`src/rtl/cpu_defs_pkg.sv`:
```
`default_nettype none
// ============================================================================
// Module      : cpu_defs (package)
// Description : Shared CPU definitions: fetch exception bits, fetch FSM state
//               encoding and stall-vector bit positions.
// Revision    : 1.0 - initial release
// ============================================================================
package cpu_defs;

    localparam logic [31:0] EXC_ADEL_IF = 32'h0000_0010;

    localparam logic [2:0] ST_IDLE   = 3'd0;
    localparam logic [2:0] ST_REQ    = 3'd1;
    localparam logic [2:0] ST_WAIT   = 3'd2;
    localparam logic [2:0] ST_DONE   = 3'd3;
    localparam logic [2:0] ST_CANCEL = 3'd4;

    typedef enum logic [2:0] {
        S_IDLE   = ST_IDLE,
        S_REQ    = ST_REQ,
        S_WAIT   = ST_WAIT,
        S_DONE   = ST_DONE,
        S_CANCEL = ST_CANCEL
    } fetch_state_e;

    localparam int STALL_INST = 0;
    localparam int STALL_ID   = 1;
    localparam int STALL_EXE  = 2;
    localparam int STALL_DATA = 3;

    function automatic logic pc_aligned(input logic [31:0] pc);
        return (pc[1:0] == 2'b00);
    endfunction

endpackage
`default_nettype wire

```
`src/rtl/postif_fetch.sv`:
```
`default_nettype none
// ============================================================================
// Module      : postif_fetch
// Description : Post-IF fetch stage. One SRAM-like instruction-bus read per
//               PC, result held for the postif_id register; flush-safe.
// Revision    : 1.0 - initial release
// ============================================================================
module postif_fetch
    import cpu_defs::*;
#(
    parameter logic [31:0] RESET_PC = 32'h0000_0000
) (
    input  logic        clock_i,
    input  logic        reset_i,
    input  logic [31:0] if_pc_i,
    input  logic        if_pc_valid_i,
    input  logic        exception_i,
    input  logic [3:0]  stall_i,
    output logic        inst_req_o,
    output logic [31:0] inst_addr_o,
    input  logic        inst_addr_ok_i,
    input  logic        inst_data_ok_i,
    input  logic [31:0] inst_rdata_i,
    output logic [31:0] postif_pc_o,
    output logic [31:0] postif_inst_o,
    output logic [31:0] postif_exception_type_o,
    output logic        postif_inst_ren_o,
    output logic        postif_inst_ok_o,
    output logic        postif_inst_valid_o,
    output logic        fetch_stall_o
);

    fetch_state_e r_state;
    fetch_state_e w_state_nxt;

    logic [31:0] r_pc;
    logic [31:0] r_addr;
    logic [31:0] r_inst;
    logic [31:0] r_exc;
    logic        r_inst_ok;

    logic [31:0] w_pc_nxt;
    logic [31:0] w_addr_nxt;
    logic [31:0] w_inst_nxt;
    logic [31:0] w_exc_nxt;
    logic        w_inst_ok_nxt;

    logic w_downstream_stall;
    logic w_launch;
    logic w_clear;
    logic w_unused_inst_stall;

    // The inst-stall bit is this stage's own request fed back; nothing to act on.
    assign w_unused_inst_stall = stall_i[STALL_INST];
    assign w_downstream_stall  = stall_i[STALL_ID] | stall_i[STALL_EXE] | stall_i[STALL_DATA];

    // ------------------------------------------------------------------------
    // Next-state and datapath decode
    // ------------------------------------------------------------------------
    always_comb begin
        w_state_nxt   = r_state;
        w_pc_nxt      = r_pc;
        w_addr_nxt    = r_addr;
        w_inst_nxt    = r_inst;
        w_exc_nxt     = r_exc;
        w_inst_ok_nxt = 1'b0;
        w_launch      = 1'b0;
        w_clear       = 1'b0;

        case (r_state)
            S_IDLE: begin
                if (exception_i) begin
                    w_clear = 1'b1;
                end else if (if_pc_valid_i && !w_downstream_stall) begin
                    w_launch = 1'b1;
                end
            end

            S_REQ: begin
                if (exception_i) begin
                    w_clear     = 1'b1;
                    // An accepted address means a response is still coming back.
                    w_state_nxt = inst_addr_ok_i ? S_CANCEL : S_IDLE;
                end else if (inst_addr_ok_i) begin
                    w_state_nxt = S_WAIT;
                end
            end

            S_WAIT: begin
                if (exception_i) begin
                    w_clear     = 1'b1;
                    w_state_nxt = inst_data_ok_i ? S_IDLE : S_CANCEL;
                end else if (inst_data_ok_i) begin
                    w_inst_nxt    = inst_rdata_i;
                    w_exc_nxt     = 32'h0;
                    w_inst_ok_nxt = 1'b1;
                    w_state_nxt   = S_DONE;
                end
            end

            S_DONE: begin
                if (exception_i) begin
                    w_clear = 1'b1;
                end else if (!w_downstream_stall) begin
                    if (if_pc_valid_i) begin
                        w_launch = 1'b1;
                    end else begin
                        w_state_nxt = S_IDLE;
                    end
                end
            end

            S_CANCEL: begin
                // Outputs stay cleared; only the orphaned response is awaited.
                w_clear = exception_i;
                if (inst_data_ok_i) begin
                    w_state_nxt = S_IDLE;
                end
            end

            default: begin
                w_clear     = 1'b1;
                w_state_nxt = S_IDLE;
            end
        endcase

        if (w_launch) begin
            w_pc_nxt   = if_pc_i;
            w_inst_nxt = 32'h0;
            if (pc_aligned(if_pc_i)) begin
                w_addr_nxt  = if_pc_i;
                w_exc_nxt   = 32'h0;
                w_state_nxt = S_REQ;
            end else begin
                w_addr_nxt  = 32'h0;
                w_exc_nxt   = EXC_ADEL_IF;
                w_state_nxt = S_DONE;
            end
        end

        if (w_clear) begin
            w_pc_nxt      = RESET_PC;
            w_addr_nxt    = 32'h0;
            w_inst_nxt    = 32'h0;
            w_exc_nxt     = 32'h0;
            w_inst_ok_nxt = 1'b0;
            if (r_state == S_IDLE || r_state == S_DONE) begin
                w_state_nxt = S_IDLE;
            end
        end
    end

    // ------------------------------------------------------------------------
    // State and holding registers
    // ------------------------------------------------------------------------
    always_ff @(posedge clock_i) begin
        if (!reset_i) begin
            r_state   <= S_IDLE;
            r_pc      <= RESET_PC;
            r_addr    <= 32'h0;
            r_inst    <= 32'h0;
            r_exc     <= 32'h0;
            r_inst_ok <= 1'b0;
        end else begin
            r_state   <= w_state_nxt;
            r_pc      <= w_pc_nxt;
            r_addr    <= w_addr_nxt;
            r_inst    <= w_inst_nxt;
            r_exc     <= w_exc_nxt;
            r_inst_ok <= w_inst_ok_nxt;
        end
    end

    // ------------------------------------------------------------------------
    // Outputs: registers or pure state decode only
    // ------------------------------------------------------------------------
    assign inst_req_o              = (r_state == S_REQ);
    assign inst_addr_o             = r_addr;
    assign postif_pc_o             = r_pc;
    assign postif_inst_o           = r_inst;
    assign postif_exception_type_o = r_exc;
    assign postif_inst_ren_o       = (r_state == S_REQ) || (r_state == S_WAIT) || (r_state == S_CANCEL);
    assign postif_inst_ok_o        = r_inst_ok;
    assign postif_inst_valid_o     = (r_state == S_DONE);
    assign fetch_stall_o           = postif_inst_ren_o;

endmodule
`default_nettype wire

```
`config.mk`:
```
export PLATFORM = sky130hd
export DESIGN_NAME = postif_fetch
export DESIGN_NICKNAME = d
export VERILOG_FILES = /design/src/rtl/cpu_defs_pkg.sv /design/src/rtl/postif_fetch.sv
export SDC_FILE = /design/constraint.sdc
export NUM_CORES = 1
export LEC_CHECK = 0
export ABC_CLOCK_PERIOD_IN_PS = 1850
export CAP_MARGIN = 20
export CORE_ASPECT_RATIO = 0.5
export CORE_UTILIZATION = 37
export DETAILED_ROUTE_END_ITERATION = 7
export MAX_ROUTING_LAYER = met4
export PLACE_DENSITY = 0.75
export SLEW_MARGIN = 40
export SYNTH_ARGS = -nofsm -noshare
export SYNTH_HDL_FRONTEND = slang
export SYNTH_SLANG_ARGS = --single-unit
```
`constraint.sdc`:
```
create_clock -name clock_i -period 1.85 [get_ports clock_i]
set_input_delay 0.185 -clock clock_i [delete_from_list [all_inputs] [get_ports clock_i]]
set_output_delay 0.185 -clock clock_i [all_outputs]
set_load 0.01 [all_outputs]
```
==> impl_results.md, run 1 <==
* Status: completed
* Leakage at around 2.1 nW
* Hold Fails Final Rpt at 0
* Detail Placement HPWL at ~7100 µm
* Buf/Inv on CP at 1
* Routability congestion estimate at between 0.8 and 0.9
* Residual DRC count at 0
* Post-synthesis sequential area ratio at 53.3%
* Max Cap Viol at 0
* Core area at between 9000 and 10000 µm²
* PortBufs at 174
* YS warnings at 0
* H-tree depth at 3
* DR iter-0 viols at 170
* CTS clk-pin slew, worst paths at 60 ps
* Largest stage delay, worst path at 530 ps
* First-pass GRT wire length at around 16000 µm
* Net count, final at slightly above 700
* Kind of critical path: flip-flop to flip-flop
* DP Cell Count at between 700 and 800
* Vias at approximately 3600
* Syn Inst Count at 473
* Clock Latency Late Sink at around 340 ps
* Final Critical Period at about 1600 ps
* Peak supply drop at 0.000413 V
* Reg-to-reg startpoint: r_state[0]$_SDFF_PN0_
* CP cell instances: buf_4 -> xnor2_1 -> and3_1 -> or4_1 -> a21oi_1
* Fillers at between 800 and 900
* Synth Area per Inst at about 8 µm²
* Clock skew at approximately 6 ps
* Crit. End Element: flip-flop
* CTS Hold Bufs at 0
* Setup TNS at 0 ps
* Slowest CP cell: or4_1
* Mapped Area at around 3800 µm²
* RSZ-0062 raised after global routing: false
* Congestion Overflow GR at 0
* Leading cell type in the layout, fill and taps excluded: clkdlybuf4s50_1
* CP startpoint kind: flip-flop
* ANT nets after route at 0
* Fmax at approximately 0.6 GHz
* Clk sinks at ~100
* CP top delay family: simple AND/OR/NAND/NOR gates
* Worst R2R End: r_state[1]$_SDFF_PN0_
* Arrival @ worst endpoint at approximately 1900 ps
* Routed WL at 10200 µm
* WHS Path Cells at 3
* CTS root buffer: clkbuf_16
* Final cell count without fillers at 785
* R2r setup slk at about 200 ps
* Hold crit path type: input port to flip-flop
* Std cell rows at 25
* Pwr Density at around 750 nW/µm²
* CP required at 2110 ps
* Vias in the first global route at approximately 3300
* Full die area at around 11000 µm²
* Hold Slack at approximately 390 ps
* Area Growth Syn to Fin at 58.9%
* Antenna violations before repair at 0
* Hold Crit Endpoint: postif_inst_o[19]$_SDFFE_PP0P_
* Initial DRT Pass Iterations at 5
* Number of synthesized register bits at 101
* Reg2Reg Depth at 5
* Total GRT Usage at 19.0%
* Drt wl/cell at 13.0 µm
* Critical path depth at 5
* Largest net degree at the start of global routing at 35
* Layout cell share with drive strength beyond 1 at under 10%
* Die H at around 74 µm
* Yosys cell types at 29
* CTS buffer count at 9
* Final setup viols at 0
* ANT cells at 0
* Max FO, Critical Path at 7
* Slew Viols, Final at 0
* HP Start: inst_rdata_i[19]
* Io pins at around 210
* Clock buffer depth at 2
* Initial core utilization at a little under 40%
* Most frequent cells in the layout: 170 x clkdlybuf4s50_1, 162 x nand2_1, 98 x a21oi_1, 98 x dfxtp_1, 31 x conb_1
* CTS tree: done
* DIE WIDTH at around 150 µm
* Period Utilization, post-route at between 80% and 90%
* Via/cell ratio at about 4.6
-- worst reg2reg max path: cells and delay by family, from the launching register on --
kind | cells | cell delay, ps
AO/OA/AOI/OAI | 1 | 150
buffers and inverters | 1 | 150
flip-flops | 1 | 380
XOR/XNOR | 1 | 130
AND/OR/NAND/NOR | 2 | 760
-- sequential cells by signal (all words and copies together), names as in the netlist --
register / cells
postif_pc_o: 32
inst_addr_o: 32
postif_exception_type_o: 1
postif_inst_o: 32
postif_inst_ok_o: 1
r_state: 3
-- cell type report --
class	instances	area (µm²)	share of cell area [%]
sequential	101	2030	33.7
timing repair buffer	196	1980	32.8
multi-input combinational	334	1510	25.1
clock buffer	11	243	4.03
tap	135	169	2.80
clock inverter	5	82.6	1.37
inverter	3	11.3	0.187
-- cell usage after synthesis --
library cell	n	share of area (%)
inv_1	3	0.30
nor3_1	4	0.53
and3b_1	1	0.23
nand3_1	9	1.2
or3_1	1	0.17
nor2_1	5	0.49
xnor2_1	1	0.23
nand2b_1	4	0.66
nor3_2	1	0.26
o21ai_0	1	0.13
clkbuf_1	17	1.7
or4_1	2	0.40
and3_1	1	0.17
o22ai_1	2	0.33
a2bb2oi_1	1	0.23
nor2b_1	1	0.17
nor4_2	1	0.33
o31ai_1	1	0.20
conb_1	1	0.099
o21ai_1	2	0.26
o21bai_2	1	0.30
o21a_1	1	0.20
nand3b_1	2	0.40
nand2_1	162	16
xor2_1	1	0.23
a21oi_1	98	13
buf_4	34	6.7
dfxtp_1	101	53
buf_2	14	1.8
-- stage by stage --
stage / instance area (µm²) / setup WS, ps / total power, mW / util, %
floorplan: 3910 / 342 / 2.38 / -
detailed placement: 5650 / 0.811 / 2.55 / 58.3
global route: 6030 / 120 / 4.68 / 62.2
global placement: 5650 / 33.6 / 2.55 / 58.3
finish: 6030 / 202 / 4.53 / 62.2
CTS: 6000 / 3.09 / 4.58 / 61.9
-- repair_timing --
item	in CTS	in global routing
gates cloned	0	0
setup endpoints to repair	4	4
buffers inserted	0	2
gates resized for setup	6	5
-- where the power goes --
part	leakage, nW	internal [mW]	total, mW	switching [mW]
Combinational	1.14	0.182	0.319	0.137
Clock	0.160	1.23	2.03	0.800
Sequential	0.816	2.18	2.18	0.00446
-- cell families after synthesis --
kind of cell / after synthesis / share of synthesized area [%]
and+or+nand+nor: 194 / 21.0
AOI/OAI and AO/OA: 107 / 14.6
DFF: 101 / 53.3
buffers and inverters: 68 / 10.6
xor gates and xnor gates: 2 / 0.462
other: 1 / 0.0988
-- worst max-delay path by stage --
stage / to / slack [ps] / start
4_1_cts: inst_req_o / 3 / r_state[1]$_SDFF_PN0_
2_1_floorplan: postif_inst_o[1]$_SDFFE_PP0P_ / 340 / r_state[0]$_SDFF_PN0_
3_3_place_gp: inst_addr_o[3]$_SDFFE_PP0P_ / 30 / stall_i[2]
3_5_place_dp: postif_pc_o[12]$_SDFFE_PP0P_ / 0.8 / stall_i[2]
5_1_grt: r_state[1]$_SDFF_PN0_ / 120 / r_state[0]$_SDFF_PN0_
6_report: r_state[1]$_SDFF_PN0_ / 200 / r_state[0]$_SDFF_PN0_
-- metal layers --
layer,track usage (%),vias to the layer above,routed length [µm]
met1,21.1,1682,4490
met2,34.0,107,5070
met5,-,-,0
met4,6.90,0,155
li1,-,1814,-
met3,4.53,15,495
Note: power is estimated with default switching activity, not from simulation.
==> inputs of run 2 (changes only) <==
--- a/config.mk
+++ b/config.mk
@@ -8,10 +8,10 @@
 export ABC_CLOCK_PERIOD_IN_PS = 1850
 export CAP_MARGIN = 20
 export CORE_ASPECT_RATIO = 0.5
-export CORE_UTILIZATION = 37
+export CORE_UTILIZATION = 39
 export DETAILED_ROUTE_END_ITERATION = 7
 export MAX_ROUTING_LAYER = met4
-export PLACE_DENSITY = 0.75
+export PLACE_DENSITY = 0.79
 export SLEW_MARGIN = 40
 export SYNTH_ARGS = -nofsm -noshare
 export SYNTH_HDL_FRONTEND = slang
==> run 2 against run 1 <==
Effect of this change: flip-flop and latch count is the same; wire length shrank 4.0%; non-clock buffer count fell by 2; fmax fell by 8.8%; count of clock-buffer cells in the layout up 1; first-iteration DRC count shrank 1.2%; register-to-register slack better by 98 ps; sequential share of layout area rose by 0.43 points; combinational power is 1% lower; core utilization rose by 0.77 points; critical path depth fell by 2; critical path type is now flip-flop to output port.
==> impl_results.md, run 2 (same netlist as run 1, synthesis figures left out) <==
* Switching share of power at 21.4% (+0.57 points)
* Final setup viols at 0 (unchanged)
* Met3 WL post-DR at 542 µm (+9.5%)
* Antenna violations before repair at 0 (unchanged)
* Kind of critical path: flip-flop to output port
* Routability congestion estimate at 0.841 (+1.2%)
* Placed cell areas at 5640 µm² (-0.13%)
* R2r setup slk at 300 ps (+100 ps)
* Via/cell ratio at 4.64 (+0.61%)
* Clock share of power at 40.5% (-4.3 points)
* Clk sinks at 101 (unchanged)
* Core area at 9450 µm² (-2.6%)
* CTS clk-pin slew, worst paths at 60 ps (about the same)
* CTS buffer count at 9 (unchanged)
* Std cell rows at 25 (unchanged)
* Full die area at 10100 µm² (-5.0%)
* Clock Latency Late Sink at 330 ps (about the same)
* Residual DRC count at 0 (unchanged)
* Vias in the first global route at 3280 (-1.4%)
* DIE WIDTH at 141 µm (-2.6%)
* First-pass GRT wire length at 15500 µm (-1.6%)
* Core Util, Final at 63.0% (+0.77 points)
* Detail Placement HPWL at 6970 µm (-1.7%)
* Peak supply drop at 0.000469 V (+14%)
* Sequential Power Share at 52.0% (+3.8 points)
* Clock skew at 4.33 ps (-1.81 ps)
* Met2 routed WL at 4880 µm (-3.8%)
* Uppermost layer routed: met4
* Worst R2R End: postif_inst_o[30]$_SDFFE_PP0P_
* Max Cap Viol at 0 (unchanged)
* Int Pwr at 3.30 mW (-8.0%)
* Slew of the pin with the lowest slew margin at between 400 and 500 ps
* Max-slew headroom at between 60% and 70%
* Vias at 3626 (+0.22%)
* Fillers at 846 (-2.5%)
* Tot Pwr at 4.20 mW (-7.4%)
* DR iter-0 viols at 168 (-1.2%)
* Io pins at 207 (unchanged)
* Most frequent cells in the layout: 172 x clkdlybuf4s50_1, 162 x nand2_1, 98 x a21oi_1, 98 x dfxtp_1, 31 x conb_1
* Net count, final at 717 (-0.28%)
* Leading cell type in the layout, fill and taps excluded: clkdlybuf4s50_1
* Arrival @ worst endpoint at 1620 ps (-290 ps)
* Area Growth Syn to Fin at 56.8%
* Hold Crit Endpoint: postif_inst_o[7]$_SDFFE_PP0P_
* Comb power frac at 7.5% (+0.5 points)
* CP required at 1660 ps (-450 ps)
* CP startpoint kind: flip-flop
* Final Critical Period at 1810 ps (+159 ps)
* Max FO, Critical Path at 9 (+2)
* Period Utilization, post-route at 97.7% (+8.6 points)
* HP Start: inst_rdata_i[7]
* CTS Hold Bufs at 0 (unchanged)
* Hold crit path type: input port to flip-flop
* ANT nets after route at 0 (unchanged)
* Routed WL at 9800 µm (-4.0%)
* H-tree depth at 3 (unchanged)
* ANT cells at 0 (unchanged)
* CTS tree: done
* Sw power at 896 µW (-4.8%)
* Status: completed
* Drt wl/cell at 12.5 µm (-3.6%)
* Pwr Density at 706 nW/µm² (-6.1%)
* M1 WL at 4090 µm (-8.8%)
* DP Cell Count at 766 (-0.13%)
* PortBufs at 174 (unchanged)
* Layout cell share with drive strength beyond 1 at 6.34% (-0.59 points)
* Fmax at 0.553 GHz (-8.8%)
* Largest net degree at the start of global routing at 35 (unchanged)
* WHS Path Cells at 3 (unchanged)
* Clock buffer depth at 2 (unchanged)
* Die H at 71.7 µm (-2.5%)
* Reg-to-reg startpoint: r_state[0]$_SDFF_PN0_
* Slew Viols, Final at 0 (unchanged)
* Leakage at 2.01 nW (-4.9%)
* Congestion Overflow GR at 0 (unchanged)
* CTS root buffer: clkbuf_16
* Hold Slack at 394 ps (-0.187 ps)
* Initial DRT Pass Iterations at 4 (-1)
* Crit. End Element: output port
* Initial core utilization at 40.2% (+1.0 points)
* Hold Fails Final Rpt at 0 (unchanged)
* Final instance area at 5950 µm² (-1.4%)
* Reg2Reg Depth at 6 (+1)
* Final cell count without fillers at 782 (-0.38%)
* Total GRT Usage at 19.7% (+0.71 points)
-- run 2: cell type report --
class                      count  area (µm²)  area share, %
sequential                   101        2030           34.1
timing repair buffer         194        1960           32.9
multi-input combinational    334        1510           25.5
clock buffer                  12         246           4.14
tap                          135         169           2.84
clock inverter                 3        22.5          0.379
inverter                       3        11.3          0.189
-- run 2: worst max path at each step --
stage                                     start                                       to
after floorplan           r_state[0]$_SDFF_PN0_            postif_inst_o[1]$_SDFFE_PP0P_
after global placement               stall_i[2]             inst_addr_o[25]$_SDFFE_PP0P_
after detailed placement             stall_i[2]  postif_exception_type_o[4]$_SDFFE_PP0P_
after CTS                 r_state[0]$_SDFF_PN0_                        postif_inst_ren_o
after global routing      r_state[0]$_SDFF_PN0_                        postif_inst_ren_o
final                     r_state[0]$_SDFF_PN0_                        postif_inst_ren_o
-- run 2: stage by stage --
step                setup WS, ps  TNS (ps)
CTS                         19.5         0
floorplan                    342         0
global route               -4.03     -4.89
detailed placement         -83.2     -2430
finish                      42.9         0
global placement           -42.2     -1120
-- run 2: power groups by stage --
stage	Combinational (mW)	Clock, mW	Sequential, mW
global placement	0.310	0	2.23
floorplan	0.148	0	2.24
CTS	0.313	1.76	2.18
detailed placement	0.311	0	2.23
finish	0.315	1.70	2.18
global route	0.338	1.84	2.18
-- run 2: worst max-delay path, stage by stage, from the launching register on --
cell and delay [ps]:
dfxtp_4 420, xor2_4 180, o21a_1 150, clkdlybuf4s50_1 540
-- run 2: what timing repair did --
| item | 4_1_cts | 5_1_grt |
|---|---|---|
| endpoints found under the setup margin | 3 | 3 |
| pin swaps | 0 | 0 |
| buffers inserted | 0 | 1 |
| gates resized for setup | 6 | 2 |
-- run 2: routing by layer --
layer | track usage [%] | vias up
met5 | - | -
met4 | 9.44 | 0
met3 | 4.34 | 31
met2 | 33.8 | 139
met1 | 22.2 | 1651
li1 | - | 1805
==> inputs of run 3 (changes only) <==
--- a/config.mk
+++ b/config.mk
@@ -8,10 +8,11 @@
 export ABC_CLOCK_PERIOD_IN_PS = 1850
 export CAP_MARGIN = 20
 export CORE_ASPECT_RATIO = 0.5
-export CORE_UTILIZATION = 39
+export CORE_UTILIZATION = 40
+export CTS_BUF_LIST = sky130_fd_sc_hd__clkbuf_8
 export DETAILED_ROUTE_END_ITERATION = 7
 export MAX_ROUTING_LAYER = met4
-export PLACE_DENSITY = 0.79
+export PLACE_DENSITY = 0.8
 export SLEW_MARGIN = 40
 export SYNTH_ARGS = -nofsm -noshare
 export SYNTH_HDL_FRONTEND = slang
==> run 3 against run 2 <==
Effect of this change: worst setup slack better by 220 ps; critical endpoint is now inst_req_o; register-to-register slack worse by 30 ps; largest cell class unchanged; combinational power hardly changed; clock power down 26%; worst hold slack lost 17 ps; total power shrank 11%; cell count decreased by 2.3%; highest routed layer unchanged; final area down 2.1%; sequential share of layout area grew 0.79 points; wire length rose by 2.3%.
==> impl_results.md, run 3 (same netlist as run 1, synthesis figures left out) <==
* Detail Placement HPWL at 7200 µm (+3.3%)
* Setup WS pre-CTS at -64.2 ps (+19.0 ps)
* Tot Pwr at 3.75 mW (-11%)
* Congestion Overflow GR at 0 (unchanged)
* Clock buffer depth at 2 (unchanged)
* Crit. End Element: output port
* ANT cells at 0 (unchanged)
* Vias in the first global route at 3311 (+0.95%)
* DP Cell Count at 749 (-2.2%)
* PortBufs at 174 (unchanged)
* Buf/Inv on CP at 2 (+1)
* Arrival @ worst endpoint at 1400 ps (-220 ps)
* Vias at 3595 (-0.85%)
* RSZ-0062 raised after global routing: false
* Std cell rows at 24 (-4.0%)
* Hold Slack at 377 ps (-17.0 ps)
* H-tree depth at 3 (unchanged)
* Initial DRT Pass Iterations at 4 (unchanged)
* Routed WL at 10000 µm (+2.3%)
* CP cell instances: buf_4 -> nand2b_1 -> nor2_1 -> dlygate4sd2_1
* Core area at 8950 µm² (-5.3%)
* Largest stage delay, worst path at 370 ps (-170 ps)
* CP startpoint: r_state[1]$_SDFF_PN0_
* Kind of critical path: flip-flop to output port
* Die H at 70.9 µm (-1.2%)
* Pwr Density at 644 nW/µm² (-8.7%)
* CP startpoint kind: flip-flop
* Slew Viols, Final at 0 (unchanged)
* ANT nets after route at 0 (unchanged)
* Clock skew at 8.30 ps (+3.97 ps)
* CTS root buffer: clkbuf_8
* Full die area at 9900 µm² (-2.4%)
* Drt wl/cell at 13.1 µm (+4.7%)
* DIE WIDTH at 140 µm (-1.2%)
* CTS tree: done
* Peak supply drop at 0.000358 V (-24%)
* Fillers at 786 (-7.1%)
* HP Start: inst_rdata_i[11]
* Layout cell share with drive strength beyond 1 at 6.65% (+0.31 points)
* Largest net degree at the start of global routing at 35 (unchanged)
* DR iter-0 viols at 173 (+3.0%)
* Area Growth Syn to Fin at 53.4%
* Clk sinks at 101 (unchanged)
* Leakage at 2.00 nW (-0.68%)
* CTS buffer count at 9 (unchanged)
* Leading cell type in the layout, fill and taps excluded: clkdlybuf4s50_1
* Register area at 2030 µm² (+0.12%)
* Reg-to-reg startpoint: r_state[0]$_SDFF_PN0_
* Status: completed
* Max FO, Critical Path at 8 (-1)
* Max Cap Viol at 0 (unchanged)
* R2r setup slk at 270 ps (-30 ps)
* Final setup viols at 0 (unchanged)
* Clock Latency Late Sink at 340 ps (about the same)
* Area occupied by multi-input gates at 1500 µm² (-0.74%)
* Period Utilization, post-route at 85.6% (-12 points)
* CTS Hold Bufs at 0 (unchanged)
* Fmax at 0.631 GHz (+14%)
* CP top delay family: buffers and inverters
* Slowest CP cell: dfxtp_4
* Io pins at 207 (unchanged)
* Initial core utilization at 42.4% (+2.2 points)
* Most frequent cells in the layout: 170 x clkdlybuf4s50_1, 162 x nand2_1, 98 x a21oi_1, 98 x dfxtp_1, 31 x conb_1
* Net count, final at 717 (unchanged)
* Hold crit path type: input port to flip-flop
* Via/cell ratio at 4.71 (+1.5%)
* Hold Fails Final Rpt at 0 (unchanged)
* CTS clk-pin slew, worst paths at 90 ps (+30 ps)
* CP required at 1660 ps (about the same)
* Final worst setup slack at 266 ps (+223 ps)
* Antenna violations before repair at 0 (unchanged)
* Routability congestion estimate at 0.872 (+3.8%)
* Total GRT Usage at 21.2% (+1.5 points)
* First-pass GRT wire length at 16300 µm (+5.4%)
* Final Critical Period at 1580 ps (-223 ps)
* Final cell count without fillers at 764 (-2.3%)
* Residual DRC count at 0 (unchanged)
-- run 3: cell count changes in the layout (fill, tap and decap cells not counted), sizes merged --
cell / before / now
dlygate4sd2: 1 / 3
clkinvlp: 3 / 0
clkdlybuf4s50: 172 / 170
clkbuf: 12 / 11
clkinv: 0 / 4
-- run 3: area by class of cell --
type / count / share of cell area [%]
Inverter: 3 / 0.194
Timing Repair Buffer: 194 / 33.6
Clock inverter: 4 / 0.409
Sequential cell: 101 / 34.9
Tap cell: 117 / 2.52
Clock buffer: 11 / 2.60
Multi-Input combinational cell: 334 / 25.8
-- run 3: timing repair --
action                                  in CTS  in global routing
buffers inserted                             0                  0
endpoints found under the setup margin       4                  1
pin swaps                                    0                  1
gates resized for setup                      7                  3
-- run 3: layer usage --
metal	vias up	wire [µm]	share of wire [%]	track usage (%)
met4	0	65	0.65	5.25
li1	1813	-	-	-
met5	-	0	0	-
met3	8	494	4.9	4.94
met1	1657	4240	42	24.1
met2	117	5230	52	38.2
-- run 3: through the flow --
step	instance area [µm²]	setup TNS, ps	util (%)
2_1_floorplan	3910	0	-
3_3_place_gp	5630	-541	62.9
3_5_place_dp	5630	-1210	62.9
4_1_cts	5810	0	64.9
5_1_grt	5820	0	65.0
6_report	5820	0	65.0
-- run 3: worst reg2reg max path: cells and delay by family, from the launching register on --
| kind | cells | cell delay [ps] |
|---|---|---|
| DFF | 1 | 370 |
| buffers and inverters | 2 | 360 |
| AOI/OAI and AO/OA | 1 | 80 |
| and+or+nand+nor | 3 | 650 |
-- run 3: power breakdown --
part | internal (mW) | switching (mW)
registers | 2.18 | 0.00400
clock network | 0.552 | 0.701
logic | 0.179 | 0.136
-- run 3: worst paths after layout --
check                              endpoint  cells after the start
max                              inst_req_o                      4
min          postif_inst_o[11]$_SDFFE_PP0P_                      3
max reg2reg   postif_inst_o[6]$_SDFFE_PP0P_                      6
min reg2reg     inst_addr_o[1]$_SDFFE_PP0P_                      2
